$ cat src/rtl/wb_queue.sv
// wb_queue: write-back queue that buffers register results and commits one
// per cycle (head first) into the register file. Decode can read any pending
// value through two bypass ports that return the newest matching entry.
//
// Handshake: a result moves from producer to queue on a rising edge where
// in_valid && in_ready are both 1. in_ready does not depend on in_valid.
// Once the producer raises in_valid it holds in_reg/in_data steady until
// that edge. A result for r0 completes the handshake but is dropped.
module wb_queue #(
  parameter int DEPTH = 4
) (
  input  logic                     clk,
  input  logic                     rst,
  input  logic                     in_valid,
  output logic                     in_ready,
  input  logic [4:0]               in_reg,
  input  logic [31:0]              in_data,
  output logic [4:0]               writeReg,
  output logic [31:0]              writeData,
  output logic                     enable,
  input  logic [4:0]               readReg1,
  input  logic [4:0]               readReg2,
  output logic                     byp1_hit,
  output logic                     byp2_hit,
  output logic [31:0]              byp1_data,
  output logic [31:0]              byp2_data,
  output logic [$clog2(DEPTH):0]   count,
  output logic                     full,
  output logic                     empty
);

  localparam int AW = $clog2(DEPTH);
  localparam int CW = AW + 1;

  logic [4:0]    reg_mem_q  [DEPTH];
  logic [31:0]   data_mem_q [DEPTH];
  logic [AW-1:0] head_q, head_d;
  logic [AW-1:0] tail_q, tail_d;
  logic [CW-1:0] count_q, count_d;
  logic          push;
  logic          pop;

  // Status flags read as an empty, non-accepting queue while reset is held.
  assign full     = (count_q == CW'(DEPTH)) && !rst;
  assign empty    = (count_q == '0) || rst;
  assign in_ready = !full && !rst;
  assign enable   = !empty;
  // Draining has no backpressure: every cycle the strobe is up, the head leaves.
  assign pop      = enable;
  assign push     = in_valid && in_ready && (in_reg != 5'd0);
  assign count    = count_q;

  assign writeReg  = empty ? 5'd0  : reg_mem_q[head_q];
  assign writeData = empty ? 32'd0 : data_mem_q[head_q];

  // Next-state for pointers and occupancy; power-of-two depth wraps naturally.
  always_comb begin
    head_d  = head_q;
    tail_d  = tail_q;
    count_d = count_q;
    if (pop) begin
      head_d = head_q + AW'(1);
    end
    if (push) begin
      tail_d = tail_q + AW'(1);
    end
    case ({push, pop})
      2'b10:   count_d = count_q + CW'(1);
      2'b01:   count_d = count_q - CW'(1);
      default: count_d = count_q;
    endcase
  end

  // Pointer and occupancy registers, cleared by synchronous reset.
  always_ff @(posedge clk) begin
    if (rst) begin
      head_q  <= '0;
      tail_q  <= '0;
      count_q <= '0;
    end else begin
      head_q  <= head_d;
      tail_q  <= tail_d;
      count_q <= count_d;
    end
  end

  // Entry storage; contents are meaningless outside the occupied window.
  always_ff @(posedge clk) begin
    if (push) begin
      reg_mem_q[tail_q]  <= in_reg;
      data_mem_q[tail_q] <= in_data;
    end
  end

  // Bypass search from oldest to newest so the newest match wins.
  always_comb begin
    byp1_hit  = 1'b0;
    byp1_data = 32'd0;
    byp2_hit  = 1'b0;
    byp2_data = 32'd0;
    for (int i = 0; i < DEPTH; i++) begin
      if (!rst && (CW'(i) < count_q)) begin
        if ((readReg1 != 5'd0) && (reg_mem_q[head_q + AW'(i)] == readReg1)) begin
          byp1_hit  = 1'b1;
          byp1_data = data_mem_q[head_q + AW'(i)];
        end
        if ((readReg2 != 5'd0) && (reg_mem_q[head_q + AW'(i)] == readReg2)) begin
          byp2_hit  = 1'b1;
          byp2_data = data_mem_q[head_q + AW'(i)];
        end
      end
    end
  end

endmodule

$ cat config.mk
export PLATFORM = sky130hd
export DESIGN_NAME = wb_queue
export DESIGN_NICKNAME = d
export VERILOG_FILES = /design/src/rtl/wb_queue.sv
export SDC_FILE = /design/constraint.sdc
export NUM_CORES = 1
export LEC_CHECK = 0
export ABC_AREA = 1
export CAP_MARGIN = 20
export CELL_PAD_IN_SITES_DETAIL_PLACEMENT = 0
export CELL_PAD_IN_SITES_GLOBAL_PLACEMENT = 1
export CORE_ASPECT_RATIO = 0.8
export CORE_UTILIZATION = 50
export DETAILED_ROUTE_END_ITERATION = 8
export DONT_BUFFER_PORTS = 1
export PLACE_DENSITY_LB_ADDON = 0.1
export SYNTH_ARGS = -nofsm -noshare
export SYNTH_HDL_FRONTEND = slang
export SYNTH_SLANG_ARGS = --single-unit
$ cat constraint.sdc
create_clock -name clk -period 9.4 [get_ports clk]
set_clock_uncertainty 0.2 [all_clocks]
set_input_delay 1.88 -clock clk [delete_from_list [all_inputs] [get_ports clk]]
set_output_delay 1.88 -clock clk [all_outputs]
set_load 0.01 [all_outputs]
; Word level (Yosys, flattened, before mapping)
; Memories as Yosys holds them, arrays and structs flattened. A register that Yosys moved wholly into a read port is not among the register bits.
; Cells that the tools add are included.
[totals]
regBits = 7
latchBits = 0
ramBits = 148
rom_bits = 0
inputBits = 50
out_inout_bits = 110
word_cells = 92
n_memories = 2
[memory_table]
columns = memory, depth, width, read_ports, rd_clocked_by_memory_dff, wr, line
row1 = data_mem_q, 4, 32, 4, 1, 1, 36  ; logic [31:0] data_mem_q [DEPTH];
row2 = reg_mem_q, 4, 5, 4, 1, 1, 35  ; logic [4:0] reg_mem_q [DEPTH];
[op_classes]
add_sub_neg = 6
n_mul = 0
n_div = 0
order_cmp = 4
n_eq_ne = 11
shifts = 0
n_mux = 41
n_bitwise = 0
reduce_logical = 25
[op_table]
columns = op, n
row1 = $mux 32, 17
row2 = $eq 5x5->1, 8
row3 = $mux 1, 18
row4 = $logic_and 1x1->1, 16
row5 = $reduce_bool 5->1, 3
row6 = $mux 2, 4
row7 = $lt 1x3->1 const A, 2
row8 = $lt 2x3->1 const A, 2
row9 = $pmux 3 s2, 1
row10 = $mux 5, 1
row11 = $add 2x1->2 const B, 2
row12 = $add 2x2->2 const B, 2
row13 = $add 3x1->3 const B, 1
row14 = $eq 3x3->1 const B, 1
row15 = $logic_not 1->1, 3
row16 = $logic_not 3->1, 1
row17 = $sub 3x1->3 const B, 1
row18 = $eq 2x1->1 const B, 1
row19 = $eq 2x2->1 const B, 1
row20 = $reduce_bool 2->1, 1
row21 = $logic_or 1x1->1, 1

; Logic depth before layout (Yosys ltp)
; Gate-level depths: netlist of run 1.
[logic_depth]
word_depth = 10
ltp_mapped = 18
depth_no_buf = 14

; Least setup slack after synthesis of run 1
; No wires, ideal clock.
[synth_path]
path_kind = input port to output port
start = input port readReg1[1]
end = output port byp1_data[10]
arrival_time_ns = 3.093
t_required_ns = 7.320
path_slack_ns = 4.227
path_stages = 14
n_path_buf = 1
cell_sequence = inv_1 > nand2_1 > nor2_1 > inv_1 > nand2_1 > inv_1 > nand2_1 > nor2_1 > nand3_1 > buf_2 > nor2_1 > nor2_1 > nand2_1 > nand2_1
[synth_between]
elab_chain_cells = 10
word_cells_on_any_way = 17
classes_between = 4 x eq/ne / 8 x mux / 5 x reduce/logical
[synth_rtl]
columns = item, line
row1 = start: declaration, 21  ; input logic [4:0] readReg1,
row2 = $eq 5x5->1 or $reduce_bool 5->1 (tied branches), 103  ; if ((readReg1 != 5'd0) && (reg_mem_q[head_q + AW'(i)] == readReg1)) begin
row3 = $logic_and 1x1->1, 103
row4 = $mux 32, 103
row5 = $mux 32, 102  ; if (!rst && (CW'(i) < count_q)) begin
row6 = $mux 32, 103
row7 = $mux 32, 102
row8 = $mux 32, 103
row9 = $mux 32, 102
row10 = $mux 32, 103
row11 = $mux 32 *, 102
row12 = end: declaration, 25  ; output logic [31:0] byp1_data,
; Every way passes the cells marked *; elsewhere a longest branch is shown, timed or not.

; Worst setup path in the final report of run 1
[layout_path]
start = register head_q[0]
end = output port byp2_data[11]
[layout_between]
elab_chain_cells = 10
word_cells_on_any_way = 17
classes_between = 3 x add/sub / 3 x eq/ne / 6 x mux / 3 x reduce/logical / 2 x memory
[layout_rtl]
columns = item, line
row1 = start: declaration, 37  ; logic [AW-1:0] head_q, head_d;
row2 = start signal: assignment, 77  ; head_q <= '0;
row3 = start signal: assignment, 81  ; head_q <= head_d;
row4 = $add 2x1->2, "107, 109"
row5 = $mem_v2 4x5, n/a
row6 = $eq 5x5->1, 107  ; if ((readReg2 != 5'd0) && (reg_mem_q[head_q + AW'(i)] == readReg2)) begin
row7 = $logic_and 1x1->1, 107
row8 = $mux 32, 107
row9 = $mux 32, 102
row10 = $mux 32, 107
row11 = $mux 32, 102
row12 = $mux 32, 107
row13 = $mux 32 *, 102
row14 = end: declaration, 26  ; output logic [31:0] byp2_data,
; Marks and branches as above.

==> run_results.csv, run 1 <==
group,metric,value,unit
run_status,outcome,"completed",
pwr,vdd_drop_max,148,uV
clock_network,cts_tree,"done",
yosys,yosysSeqAreaShare,36.9,%
final_layout,seqCellArea,4630,um2
yosys,async_flop_share,0,%
yosys,synthFlopType,"edfxtp_1",
yosys,yosysUniqueCellTypes,37,
global_routing,grt_use_total,32.1,%
critical_path,endpoint_kind,"output port",
clock_network,post_cts_resized,0,
die,rows,51,
final_layout,area_growth_syn_to_layout,4.01,%
sta,slew_viol_final,0,
die,die_h,144,um
yosys,synth_most_common_cell,"nand2_1",
pwr,power_density,240,nW/um2
yosys,yosysWarnings,0,
routing,wl_per_cell,18.7,um
die,core,24400,um2
clock_network,postCtsSetupRepairBufs,0,
yosys,ys_seq_elements,157,
final_layout,multi_input_area,6560,um2
clock_network,cts_made_buffers,17,
sta,finalSetupTns,0,ps
die,die_width,179,um
final_layout,drive_gt1_share,4.26,%
yosys,synth.avg_cell_area,6.43,um2
routing,totalWireLength,41.1,mm
critical_path,crit_required,7320,ps
critical_path,worst_setup_path_start_kind,"flop",
clock_network,clk_pin_slew_worst_paths,60,ps
routing,drcViolationCount,0,
clock_network,cts.sinks,157,
pwr,leakagePower,0.00603,uW
routing,postRouteAntennaNets,0,
final_layout,fill_cells,2441,
clock_network,cts_buffer_depth,2,
routing,viasPerCell,5.60,
yosys,netlist_top_cells_count,"676 x nand2_1, 401 x nor2_1, 189 x inv_1",
sta,finalCritPeriodShare,74.8,%
hold_path,hold_path.class,"flop to flop",
critical_path,crit_fanout,73,
final_layout,n_antenna_cell,0,
global_routing,grt_max_degree,110,
yosys,synth_top_area_share,35.5,%
final_layout,nets,1923,
placed_design,dpl.hpwl,26.4,mm
die,io_pins,160,
yosys,synthTopCellsByArea,"edfxtp_1 35%, nand2_1 20%, nor2_1 12%, inv_1 5.7%, o21ai_0 4.6%",
placed_design,port_buffers,0,
yosys,synthesis.nets,2005,
yosys,netlist_instances,1946,
placed_design,placedCellCount,2163,
sta,slew_headroom,26.6,%
routing,drtIter0Drc,1339,
global_routing,antenna_found_initial,0,
global_routing,grt_pass1_wl,61.8,mm
routing,dr.pass1.iters,5,
yosys,synth_top_cell_by_area,"edfxtp_1",
sta,fin_hold_ws,341,ps
clock_network,cts_root_buf,"clkbuf_16",
yosys,syn_area,12500,um2
routing,vias,12300,
clock_network,clk_latency,430,ps
die,die_area,25700,um2
sta,hold_viol_final,0,
final_layout,fin_cells,2195,
critical_path,arrival,4950,ps
critical_path,path_class,"flop to output port",
global_routing,grt_pass1_vias,10500,
sta,fmax,142,MHz
clock_network,h-tree-depth,4,
yosys,synth_edf_count,148,
sta,setup-violations-final,0,
sta,period_minus_slack,7030,ps
global_routing,grt_overflow,0,
run,drv_cap,0,
sta,rsz0062_at_grt,"no",
placed_design,place.gp.congestion,0.926,
sta,worst_pin_slew,1100,ps
clock_network,hold_buffers,0,
die,start_util,51.2,%
[cell type report]
cell class / instances / share of cell area (%)
clock buffers: 19 / 3.32
well taps: 318 / 3.06
repair buffers: 18 / 1.04
clock inverters: 13 / 0.961
flip-flops and latches: 157 / 35.6
multi-input cells: 1475 / 50.4
inverters: 195 / 5.66
[flip-flops by register name, indices dropped and copies added (netlist names), named ones only]
signal and flops:
head_q 2, tail_q 2, reg_mem_q 20, count 3, data_mem_q 128
[power breakdown]
group / total (uW) / internal, uW / switching [uW]
clock network: 670 / 387 / 283
registers: 872 / 804 / 68.1
logic: 1590 / 407 / 1180
[per-stage QoR]
stage                     area (um2)  utilization, %  power (uW)  setup slack, ps
after global routing           13000            53.3        3340             2000
after global placement         12500            51.0        2430             2910
after CTS                      13000            53.3        3100             2430
after floorplan                12500               -        2050             4230
after detailed placement       12500            51.0        2440             2910
final                          13000            53.3        3130             2370
[metal layers]
metal / share of wire [%] / up-vias / track usage (%)
met5: 0 / - / 0
met4: 1.8 / 0 / 8.03
met3: 11 / 50 / 6.56
met2: 42 / 619 / 47.8
met1: 46 / 5540 / 47.2
li1: - / 6078 / -
[cells in the final DEF, fill, tap and decap left out, types with 2 or more instances in the layout]
| master | count |
|---|---|
| bufinv_16 | 2 |
| inv_4 | 2 |
| xor2_1 | 6 |
| clkinv_2 | 4 |
| o21ai_0 | 116 |
| o21ai_1 | 23 |
| ha_1 | 9 |
| nor2_2 | 2 |
| a32oi_1 | 31 |
| dfxtp_1 | 7 |
| a21oi_1 | 13 |
| clkbuf_16 | 17 |
| a22oi_1 | 32 |
| clkinvlp_4 | 5 |
| nor2_1 | 396 |
| nand3_2 | 3 |
| nand2_2 | 9 |
| nand3_1 | 111 |
| buf_4 | 18 |
| nand2_1 | 676 |
| edfxtp_1 | 148 |
| clkbuf_1 | 2 |
| dfxtp_4 | 2 |
| inv_1 | 186 |
| clkinv_1 | 3 |
| nor2_4 | 5 |
| inv_2 | 6 |
| o221ai_1 | 31 |
[cells by family after synthesis]
logic type	count (synthesis)	synth area share, %
flip-flops	157	36.9
AO/OA/AOI/OAI	249	12.5
XOR/XNOR	7	0.550
AND/OR/NAND/NOR	1210	38.0
buffers and inverters	314	11.0
adder cells (fa/ha/maj)	9	0.899
[path summary, 6_finish.rpt]
kind / cells after the start / slack [ps] / end / from
max: 15 / 2370 / byp2_data[11] / head_q[0]
min: 2 / 340 / tail_q[1] / tail_q[1]
max reg2reg: 6 / 5890 / data_mem_q[0][11] / count[0]
min reg2reg: 2 / 340 / tail_q[1] / tail_q[1]
[worst max-delay path, stage by stage, from the launching register on]
cell and delay (ps):
dfxtp_4 620, inv_4 210, nand2_2 790, nand2_4 720
nand2_1 340, nand2_1 70, nand2_1 60, nand2_1 50
nor2_1 160, nand3_2 470, buf_4 470, nor2_1 160
nor2_1 50, nand2_1 80, nand2_1 50, nand2_1 130
(Power assumes the default switching activity.)
==> run 2: changes to the inputs <==
CORE_UTILIZATION = 46   (was 50)
clock period = 6.7 ns   (was 9.4 ns; I/O delays follow)
==> run_results.csv, run 2 (synthesis results as in run 1) <==
group,metric,value,unit
clock_network,clk_latency,430,ps
sta,worst_pin_slew,1100,ps
sta,finalSetupTns,0,ps
clock_network,cts_tree,"done",
sta,hold_viol_final,0,
global_routing,grt_use_total,29.5,%
final_layout,drive_gt1_share,5.13,%
sta,setup-violations-final,0,
pwr,power_density,332,nW/um2
die,core,26500,um2
final_layout,fin_util,49.8,%
routing,dr.pass1.iters,5,
run_status,outcome,"completed",
run,drv_cap,0,
clock_network,hold_buffers,0,
placed_design,dpl.hpwl,26.4,mm
critical_path,arrival,3990,ps
global_routing,use_met2,45.7,%
pwr,leakagePower,0.00611,uW
critical_path,slowest_stage,"nand3_2",
critical_path,worst_setup_path_start_kind,"flop",
final_layout,fill_cells,2708,
critical_path,crit_required,5160,ps
die,die_area,27900,um2
routing,postRouteAntennaNets,0,
sta,fmax,181,MHz
global_routing,grt_overflow,0,
clock_network,cts_made_buffers,17,
routing,vias,12400,
critical_path,crit_top_cell,"nand2_1",
sta,period_minus_slack,5530,ps
placed_design,place.gp.congestion,0.948,
critical_path,endpoint_kind,"output port",
global_routing,grt_pass1_wl,63.5,mm
hold_path,hold_path.class,"flop to flop",
sta,slew_viol_final,0,
global_routing,grt.busiest_layer,"met2",
clock_network,postCtsSetupRepairBufs,0,
final_layout,fin_cells,2248,
critical_path,critical_path_buf_inv_count,2,
final_layout,largest_reg_flops,128,
final_layout,area_growth_syn_to_layout,5.41,%
sta,rsz0062_at_grt,"no",
final_layout,regMostFlops,"data_mem_q",
routing,viasPerCell,5.52,
critical_path,crit_fanout,46,
final_layout,seqCellArea,4630,um2
clock_network,cts.sinks,157,
global_routing,met3_usage,6.59,%
final_layout,final_cell_mix,"676 x nand2_1, 396 x nor2_1, 187 x inv_1, 148 x edfxtp_1, 116 x o21ai_0",
die,rows,53,
global_routing,grt_use_met1,41.7,%
clock_network,h-tree-depth,4,
placed_design,placed_area,12600,um2
routing,wl_per_cell,18.4,um
routing,drcViolationCount,0,
die,start_util,47.2,%
final_layout,final_common_cell,"nand2_1",
die,die_width,186,um
critical_path,crit_family,"simple AND/OR/NAND/NOR gates",
final_layout,nets,1937,
final_layout,n_antenna_cell,0,
global_routing,grt_max_degree,106,
sta,slew_headroom,26.3,%
pwr,vdd_drop_max,213,uV
final_layout,final_area,13200,um2
critical_path,crit_chain,"buf_4 > nand2_1 > nand2_1 > nand2_1 > nand3_1 > nand2_1 > nor2_1 > nand3_2 > buf_4 > nor2_1 > nor2_1 > nand2_1 > nand2_1 > nand2_1",
global_routing,antenna_found_initial,0,
routing,drtIter0Drc,1201,
final_layout,multi_input_area,6560,um2
critical_path,critical-path-max-stage-delay,760,ps
critical_path,path_class,"flop to output port",
routing,totalWireLength,41.5,mm
placed_design,port_buffers,0,
die,io_pins,160,
clock_network,post_cts_resized,0,
clock_network,cts_root_buf,"clkbuf_16",
placed_design,placedCellCount,2215,
clock_network,clk_pin_slew_worst_paths,60,ps
global_routing,grt_pass1_vias,11000,
sta,finalCritPeriodShare,82.5,%
die,die_h,150,um
clock_network,cts_buffer_depth,2,
-- run 2: changes by cell type in the layout (fill, tap and decap cells not counted), moves of 2 or more --
cell and change:
clkinv_1 -2, inv_6 +6, buf_16 +2, buf_4 +12, clkinv_2 -2, clkinv_4 +2, bufinv_16 -2, clkbuf_1 -2
-- run 2: worst min-delay path: stages (launching register included) --
cell	delay, ps
dfxtp_1	330
inv_1	90
a21oi_1	60
-- run 2: final timing paths --
path                            cells past startpoint  slack, ps           endpoint       from
worst max-delay path                               14       1170       byp2_data[1]  head_q[0]
worst min-delay path                                2        330          tail_q[1]  tail_q[1]
worst max register to register                      6       3290  data_mem_q[0][19]   count[0]
worst min register to register                      2        330          tail_q[1]  tail_q[1]
-- run 2: final cells by class --
cell class,count,area share (%)
multi-input cells,1475,49.7
well taps,357,3.38
repair buffers,32,2.12
clock buffers,17,3.22
inverters,195,5.58
flip-flops and latches,157,35.1
clock inverters,15,0.863
-- run 2: routing by layer --
layer	wire length (um)	share of wire, %	vias up
li1	-	-	6101
met1	19300	46	5696
met2	17900	43	550
met3	3720	9.0	51
met4	531	1.3	0
met5	0	0	-
-- run 2: through the flow --
step	setup slack [ps]	total power, uW	hold WS, ps
global route	868	4680	370
floorplan	2590	2880	290
detailed placement	1450	3450	317
CTS	1250	4340	327
finish	1170	4380	331
global placement	1370	3460	314
-- run 2: power breakdown --
| part | switching (uW) | internal [uW] |
|---|---|---|
| clock | 414 | 478 |
| combinational | 1700 | 596 |
| sequential | 69.4 | 1130 |
| total | 2180 | 2200 |
==> run 3: changes to the inputs <==
clock period = 5.45 ns   (was 6.7 ns; I/O delays follow)
==> run_results.csv, run 3 (synthesis results as in run 1) <==
group,metric,value,unit
run_status,outcome,"completed",
global_routing,grt_pass1_vias,11300,
routing,wl_per_cell,18.4,um
placed_design,port_buffers,0,
die,start_util,47.2,%
die,core,26500,um2
sta,finalSetupTns,0,ps
critical_path,crit_family,"simple AND/OR/NAND/NOR gates",
critical_path,arrival,3420,ps
global_routing,grt_use_total,29.7,%
critical_path,crit_chain,"inv_2 > nand2_1 > nand3_1 > nand2_1 > nand2_1 > nand2_1 > nor2_1 > nand3_1 > inv_2 > nand3_1 > nand2_1 > nand2_1 > nand2_1",
pwr,leakagePower,0.00610,uW
critical_path,worst_setup_path_start_kind,"flop",
final_layout,regMostFlops,"data_mem_q",
critical_path,endpoint_kind,"output port",
sta,hold_viol_final,0,
clock_network,clk_pin_slew_worst_paths,70,ps
sta,fmax,212,MHz
die,io_pins,160,
pwr,power_density,410,nW/um2
pwr,vdd_drop_max,237,uV
final_layout,fill_cells,2744,
clock_network,cts_tree,"done",
final_layout,drive_gt1_share,4.77,%
global_routing,grt.busiest_layer,"met2",
final_layout,fin_util,49.8,%
critical_path,critical-path-max-stage-delay,700,ps
placed_design,place.gp.congestion,0.931,
global_routing,grt_pass1_wl,64.1,mm
die,rows,53,
sta,period_minus_slack,4710,ps
routing,drcViolationCount,0,
run,drv_cap,0,
placed_design,dpl.hpwl,26.2,mm
sta,rsz0062_at_grt,"no",
critical_path,crit_fanout,31,
clock_network,h-tree-depth,4,
clock_network,cts.sinks,157,
routing,drtIter0Drc,1137,
final_layout,final_common_cell,"nand2_1",
global_routing,antenna_found_initial,1,
global_routing,met3_usage,5.98,%
clock_network,clk_latency,430,ps
final_layout,fin_cells,2243,
routing,viasPerCell,5.52,
critical_path,slowest_stage,"inv_2",
routing,dr.pass1.iters,5,
sta,slew_viol_final,0,
sta,slew_headroom,34.4,%
critical_path,path_class,"flop to output port",
critical_path,crit_top_cell,"nand2_1",
clock_network,cts_root_buf,"clkbuf_16",
final_layout,largest_reg_flops,128,
global_routing,grt_max_degree,81,
routing,vias,12400,
critical_path,crit_required,4160,ps
die,die_width,186,um
hold_path,hold_path.class,"flop to flop",
critical_path,critical_path_buf_inv_count,2,
clock_network,cts_buffer_depth,2,
placed_design,placedCellCount,2210,
routing,totalWireLength,41.2,mm
critical_path,rrSetupSlack,1920,ps
final_layout,area_growth_syn_to_layout,5.46,%
global_routing,grt_overflow,0,
clock_network,hold_buffers,0,
clock_network,post_cts_resized,0,
die,die_area,27900,um2
clock_network,postCtsSetupRepairBufs,0,
sta,finalCritPeriodShare,86.4,%
pwr,p_total,5410,uW
global_routing,use_met2,46.4,%
final_layout,nets,1931,
clock_network,cts_made_buffers,17,
sta,setup-violations-final,0,
final_layout,final_cell_mix,"676 x nand2_1, 396 x nor2_1, 187 x inv_1, 148 x edfxtp_1, 116 x o21ai_0",
routing,postRouteAntennaNets,0,
sta,worst_pin_slew,982,ps
sta,fin_hold_ws,336,ps
die,die_h,150,um
global_routing,grt_use_met1,40.9,%
==> run 3: worst paths after layout <==
check	startpoint	endpoint	cells after the start
max reg2reg	count[0]	data_mem_q[0][13]	6
min reg2reg	tail_q[1]	tail_q[1]	2
max	flop	byp2_data[31]	13
min	tail_q[1]	tail_q[1]	2
==> run 3: layer usage <==
layer | vias to the layer above | wire [um] | share of wire, %
met5 | - | 0 | 0
met4 | 0 | 717 | 1.7
met3 | 43 | 3470 | 8.4
met2 | 484 | 17900 | 43
met1 | 5746 | 19100 | 46
li1 | 6099 | - | -
==> run 3: per-stage QoR <==
stage	worst slack (ps)	area [um2]
floorplan	1590	12500
detailed placement	1080	12600
CTS	749	13200
finish	742	13200
global route	521	13200
global placement	1070	12600
==> run 3: final cells by class <==
| cell class | count | area (um2) | share of cell area [%] |
|---|---|---|---|
| Clock inverter | 14 | 136 | 1.03 |
| Antenna cell | 1 | 2.50 | 0.0190 |
| Tap cell | 357 | 447 | 3.38 |
| Sequential cell | 157 | 4630 | 35.1 |
| Clock buffer | 18 | 429 | 3.25 |
| Multi-Input combinational cell | 1475 | 6560 | 49.7 |
| Timing Repair Buffer | 26 | 258 | 1.95 |
| Inverter | 195 | 737 | 5.58 |
==> run 3: worst min-delay path: stages (launching register included) <==
cell and delay (ps):
dfxtp_1 330, inv_1 100, a21oi_1 70
==> run 3: power by group <==
part / switching [uW] / internal, uW / total, uW / leakage (uW)
combinational: 2070 / 716 / 2790 / 0.00442
sequential: 86.0 / 1390 / 1470 / 0.00142
clock: 511 / 637 / 1150 / 0.000263
